<file path="src/rtl/ram_copy_master.sv">
// ram_copy_master: copies len_i consecutive 32-bit words from src_addr_i to
// dst_addr_i over a single-port memory bus, one word at a time
// (READ -> WAIT -> WRITE), with at most one request outstanding.
//
// Ports
//   clk_i, rst_i          clock, synchronous active-high reset
//   start_i               one-cycle copy request, accepted only when idle
//   src_addr_i/dst_addr_i byte addresses of first source/destination word
//   len_i                 number of words to copy
//   busy_o, done_o        copy in progress / one-cycle end-of-copy pulse
//   error_o               sticky read-timeout flag, cleared by next start
//   count_o               words written in the current or last copy
//   req_o, we_o, be_o     memory request, write enable, byte enables
//   addr_o, wdata_o       memory byte address and write data
//   rvalid_i, rdata_i     read response from the memory
module ram_copy_master #(
    parameter int LenW    = 16,
    parameter int Timeout = 15
) (
    input  logic            clk_i,
    input  logic            rst_i,
    input  logic            start_i,
    input  logic [31:0]     src_addr_i,
    input  logic [31:0]     dst_addr_i,
    input  logic [LenW-1:0] len_i,
    output logic            busy_o,
    output logic            done_o,
    output logic            error_o,
    output logic [LenW-1:0] count_o,
    output logic            req_o,
    output logic            we_o,
    output logic [3:0]      be_o,
    output logic [31:0]     addr_o,
    output logic [31:0]     wdata_o,
    input  logic            rvalid_i,
    input  logic [31:0]     rdata_i
);

    localparam int TmoW = $clog2(Timeout + 1);

    typedef enum logic [2:0] {
        S_IDLE,
        S_READ,
        S_WAIT,
        S_WRITE,
        S_DONE
    } state_e;

    state_e            state_q;
    logic [29:0]       src_q, dst_q;     // word addresses; wrap mod 2^32 bytes
    logic [29:0]       src_d, dst_d;
    logic [LenW-1:0]   len_q;
    logic [LenW-1:0]   count_q, count_d;
    logic [TmoW-1:0]   tmo_q;
    logic              req_q, we_q, busy_q, done_q, error_q;
    logic [3:0]        be_q;
    logic [31:0]       addr_q;
    logic [31:0]       wdata_q;           // doubles as the read-data buffer

    // Byte-offset bits of the addresses are deliberately dropped.
    logic unused_addr_lsbs;
    assign unused_addr_lsbs = ^{src_addr_i[1:0], dst_addr_i[1:0]};

    assign src_d   = src_q + 30'd1;
    assign dst_d   = dst_q + 30'd1;
    assign count_d = count_q + LenW'(1);

    // Latched copy parameters: no reset, never visible on the outputs in IDLE.
    always_ff @(posedge clk_i) begin
        if (state_q == S_IDLE && start_i) begin
            src_q <= src_addr_i[31:2];
            dst_q <= dst_addr_i[31:2];
            len_q <= len_i;
        end else if (state_q == S_WRITE) begin
            src_q <= src_d;
            dst_q <= dst_d;
        end
    end

    // Control FSM. Bus outputs are registered: each transition loads the
    // values the destination state must present, and they default back to 0
    // so the bus is quiet whenever req_o is low.
    always_ff @(posedge clk_i) begin
        if (rst_i) begin
            state_q <= S_IDLE;
            req_q   <= 1'b0;
            we_q    <= 1'b0;
            be_q    <= 4'h0;
            addr_q  <= 32'h0;
            wdata_q <= 32'h0;
            busy_q  <= 1'b0;
            done_q  <= 1'b0;
            error_q <= 1'b0;
            count_q <= '0;
            tmo_q   <= '0;
        end else begin
            req_q   <= 1'b0;
            we_q    <= 1'b0;
            be_q    <= 4'h0;
            addr_q  <= 32'h0;
            wdata_q <= 32'h0;
            done_q  <= 1'b0;
            unique case (state_q)
                S_IDLE: begin
                    if (start_i) begin
                        count_q <= '0;
                        error_q <= 1'b0;
                        busy_q  <= 1'b1;
                        tmo_q   <= '0;
                        if (len_i == '0) begin
                            state_q <= S_DONE;
                            done_q  <= 1'b1;
                        end else begin
                            state_q <= S_READ;
                            req_q   <= 1'b1;
                            addr_q  <= {src_addr_i[31:2], 2'b00};
                        end
                    end
                end
                S_READ: begin
                    state_q <= S_WAIT;
                    tmo_q   <= '0;
                end
                S_WAIT: begin
                    if (rvalid_i) begin
                        state_q <= S_WRITE;
                        req_q   <= 1'b1;
                        we_q    <= 1'b1;
                        be_q    <= 4'hF;
                        addr_q  <= {dst_q, 2'b00};
                        wdata_q <= rdata_i;
                    end else if (tmo_q == TmoW'(Timeout - 1)) begin
                        // Last permitted WAIT cycle passed without data.
                        state_q <= S_DONE;
                        done_q  <= 1'b1;
                        error_q <= 1'b1;
                    end else begin
                        tmo_q <= tmo_q + TmoW'(1);
                    end
                end
                S_WRITE: begin
                    count_q <= count_d;
                    if (count_d == len_q) begin
                        state_q <= S_DONE;
                        done_q  <= 1'b1;
                    end else begin
                        state_q <= S_READ;
                        req_q   <= 1'b1;
                        addr_q  <= {src_d, 2'b00};
                    end
                end
                S_DONE: begin
                    state_q <= S_IDLE;
                    busy_q  <= 1'b0;
                end
                default: begin
                    state_q <= S_IDLE;
                    busy_q  <= 1'b0;
                end
            endcase
        end
    end

    assign busy_o  = busy_q;
    assign done_o  = done_q;
    assign error_o = error_q;
    assign count_o = count_q;
    assign req_o   = req_q;
    assign we_o    = we_q;
    assign be_o    = be_q;
    assign addr_o  = addr_q;
    assign wdata_o = wdata_q;

endmodule

</file>
<file path="config.mk">
export PLATFORM = sky130hd
export DESIGN_NAME = ram_copy_master
export DESIGN_NICKNAME = d
export VERILOG_FILES = /design/src/rtl/ram_copy_master.sv
export SDC_FILE = /design/constraint.sdc
export NUM_CORES = 1
export LEC_CHECK = 0
export BUFFER_PORTS_ARGS = -buffer_cell sky130_fd_sc_hd__buf_2
export CORE_MARGIN = 2
export CORE_UTILIZATION = 30
export DETAILED_ROUTE_END_ITERATION = 10
export HOLD_SLACK_MARGIN = 0.12
export SETUP_SLACK_MARGIN = 0.05
export SYNTH_ARGS = -nofsm -noshare
export SYNTH_HDL_FRONTEND = slang
export SYNTH_SLANG_ARGS = --single-unit
</file>
<file path="constraint.sdc">
create_clock -name clk_i -period 4.8 [get_ports clk_i]
set_input_delay 0.48 -clock clk_i [delete_from_list [all_inputs] [get_ports clk_i]]
set_output_delay 0.48 -clock clk_i [all_outputs]
set_load 0.01 [all_outputs]
</file>
==> impl_results.md <==
* Hold EP: len_q[1]$_DFFE_PP_
* VDD IR max at 206 uV
* Crit Path Class: flop to flop
* Vias/cell at 4.85
* Hold crit path type: input pin to flop
* First-pass GRT wire length at ~32,000 um
* Row count at 58
* Critical Path Fanout Max at 24
* Most frequent cells in the layout: 198 x buf_2, 90 x dfxtp_1, 86 x nor2_1
* Reg2reg setup slack at ~1300 ps
* Post-Syn Area per Cell at 9.67 um^2
* Post-CTS Setup Inserts at 0
* Largest net degree at the start of global routing at 78
* Unrepaired setup endpoints after global routing: false
* CTS clk-pin slew, worst paths at 70 ps
* Via count at 6,395
* Post-route DRC at 0
* Setup Skew at 12.2 ps
* Post_cts resized at 0
* Maximum clock insertion buffer count at 2
* Crit path launch type: flop
* RR Endpoint: addr_o[11]$_SDFF_PP0_
* Tmin final at 3520 ps
* DIE HEIGHT at 165 um
* Syn. warnings at 0
* Slew at the pin with the worst max-slew slack at 967 ps
* Worst setup EP type: flop
* Die Span X at around 160 um
* Synth unique cells at 54
* Setup violators final at 0
* CP required at 5090 ps
* Hold WS at 245 ps
* GPL Wtd Cong at 0.853
* Vias in the first global route at 5,961
* Netlist Area Pre-Place at just under 0.008 mm^2
* CTS tree: done
* Fin Setup TNS at 0 ps
* Starting DRT DRC Count at 383
* Post-DP HPWL at 14,500 um
* CTS Sinks at between 150 and 200
* GRT Overall Usage at 15.1%
* Initial Util at 30.6%
* Cts hold-fix bufs at 0
* Max-slew violations at 0
* PortBufs at 198
* CTS Buf Count at 17
* Final nets at 1,094
* DRT Wirelength at 20,600 um
* Synthesis-stage register bit count at 166
* Commonest non-fill, non-tap cell in the layout: buf_2
* GR Overflow Total at 0
* Share of cells above drive strength 1 at 25.3%
* Arr. time, crit path at 3800 ps
* EDFF count, synth at 76
* # H-tree levels at 4
* Worst hold path depth at 1
* Post-route ant nets at 0
* Routed wire per std cell at 15.6 um
* CTS root buffer: clkbuf_16
* Final Hold Fails at 0
* Area post-placement at 0.00896 mm^2
* Register area share after synthesis at 52.8%
* Area added between synthesis and finish at 24.0%
* Max_cap viols at 0
* Reg2Reg Depth at 9
* Post-synth ARST share at 0%
* Fmax achieved at 0.284 GHz
* Antenna violations before repair at 2
* Core ar. at 0.0253 mm^2
* Prevailing post-synth register cell: dfxtp_1
* Worst slew margin at 35.3%
* # IOs at between 200 and 250
* Total leakage power at 0.00376 uW
* Final core utilization at 38.0%
* Post-Synthesis Cells at 799
* Power Density at ~400 mW/mm^2
* R2R Path Start: count_o[0]$_SDFFE_PP0P_
* Latest clock arrival within the worst-skew pair at between 400 and 500 ps
* Status: completed
* TritonRoute pass-1 iters at 5
* Crit share post-route at 73.3%
* Hold_sp: len_i[1]
* Die ar. at 0.0271 mm^2
* Layout Cell Area excl Fill at ~0.0096 mm^2
-- final cells by class --
| cell class | instances | area, um^2 |
|---|---|---|
| fill | 2591 | 15700 |
| sequential | 166 | 4080 |
| multi-input combinational | 570 | 3360 |
| timing repair buffer | 207 | 1060 |
| clock buffer | 17 | 425 |
| tap | 330 | 413 |
| clock inverter | 15 | 194 |
| inverter | 11 | 41.3 |
| antenna | 2 | 5.00 |
-- logic make-up (layout without fill, tap and decap cells) --
kind of cell / Yosys count / count (layout) / share of synthesized area (%)
AOI/OAI and AO/OA: 178 / 178 / 13.9
and+or+nand+nor: 305 / 305 / 19.5
muxes: 4 / 4 / 0.518
DFF: 166 / 166 / 52.8
xor gates and xnor gates: 76 / 76 / 8.61
buffers and inverters: 64 / 250 / 3.74
other: 1 / 4 / 0.0485
adders and majority gates: 5 / 5 / 0.809
-- through the flow --
stage                     total power [uW]  std cells  worst slack (ps)
after floorplan                       2200        800               925
after global placement                2410       1284              1300
after detailed placement              2420       1284              1300
after CTS                             3890       1316              1270
after global routing                  4040       1316               988
final                                 3840       1318              1280
-- state kept, by name, summed over array words and instances (netlist names) --
| register | count |
|---|---|
| wdata_o | 32 |
| addr_o | 30 |
| dst_q | 30 |
| src_q | 30 |
| count_o | 16 |
| len_q | 16 |
| tmo_q | 4 |
| state_q | 3 |
| be_o | 1 |
| busy_o | 1 |
| done_o | 1 |
| error_o | 1 |
| req_o | 1 |
-- report_power, final --
part,internal (uW),total (uW),switching [uW]
Sequential,1680,1810,133
Combinational,224,570,346
Clock,836,1460,623
-- critical path: stages (launching register included) --
cell     delay (ps)
dfxtp_1         460
ha_1            310
nand3_1         300
nor3_1          350
mux2i_1         230
nand3_1         100
or4_4           560
o21ai_4         670
buf_4           290
o22ai_1          90
-- Yosys cell counts, types with 3 or more instances --
library cell   n  area [um^2]
a22oi_1       30          225
nor4_1        14         87.6
buf_2          3         15.0
nand2_1       73          274
o21ai_0       48          240
edfxtp_1      76         2280
inv_1         10         37.5
or3_1          3         18.8
a21oi_1       48          240
nand4_1       22          138
a31oi_1        3         18.8
xnor2_1       35          307
buf_4          6         45.0
buf_6          3         33.8
dfxtp_1       90         1800
mux2i_1        4         40.0
xor2_1        41          359
and4_1         4         35.0
and2_1        33          206
clkbuf_1      39          146
and3_1         8         50.1
nand3_1       29          145
o22ai_1       31          194
ha_1           5         62.6
nor2b_1        5         31.3
nor3_1        15         75.1
nor2_1        86          323
-- routing by layer --
layer	vias up	GRT usage, %	routed length (um)
met5	-	0	0
met4	0	2.96	155
met3	10	4.24	1470
met2	221	24.6	9520
met1	2954	20.2	9410
li1	3210	-	-
-- how the worst max path moves through the flow --
stage / startpoint / end / slack [ps] / cells past startpoint
3_5_place_dp: count_o[0]$_SDFFE_PP0P_ / addr_o[13]$_SDFF_PP0_ / 1300 / 9
4_1_cts: count_o[0]$_SDFFE_PP0P_ / addr_o[11]$_SDFF_PP0_ / 1270 / 9
5_1_grt: count_o[0]$_SDFFE_PP0P_ / addr_o[11]$_SDFF_PP0_ / 990 / 9
2_1_floorplan: state_q[1]$_SDFFE_PP0P_ / count_o[12]$_SDFFE_PP0P_ / 930 / 11
3_3_place_gp: count_o[0]$_SDFFE_PP0P_ / addr_o[19]$_SDFF_PP0_ / 1300 / 9
6_report: count_o[0]$_SDFFE_PP0P_ / addr_o[11]$_SDFF_PP0_ / 1280 / 9
No activity file was read; power rests on OpenSTA's default activity.
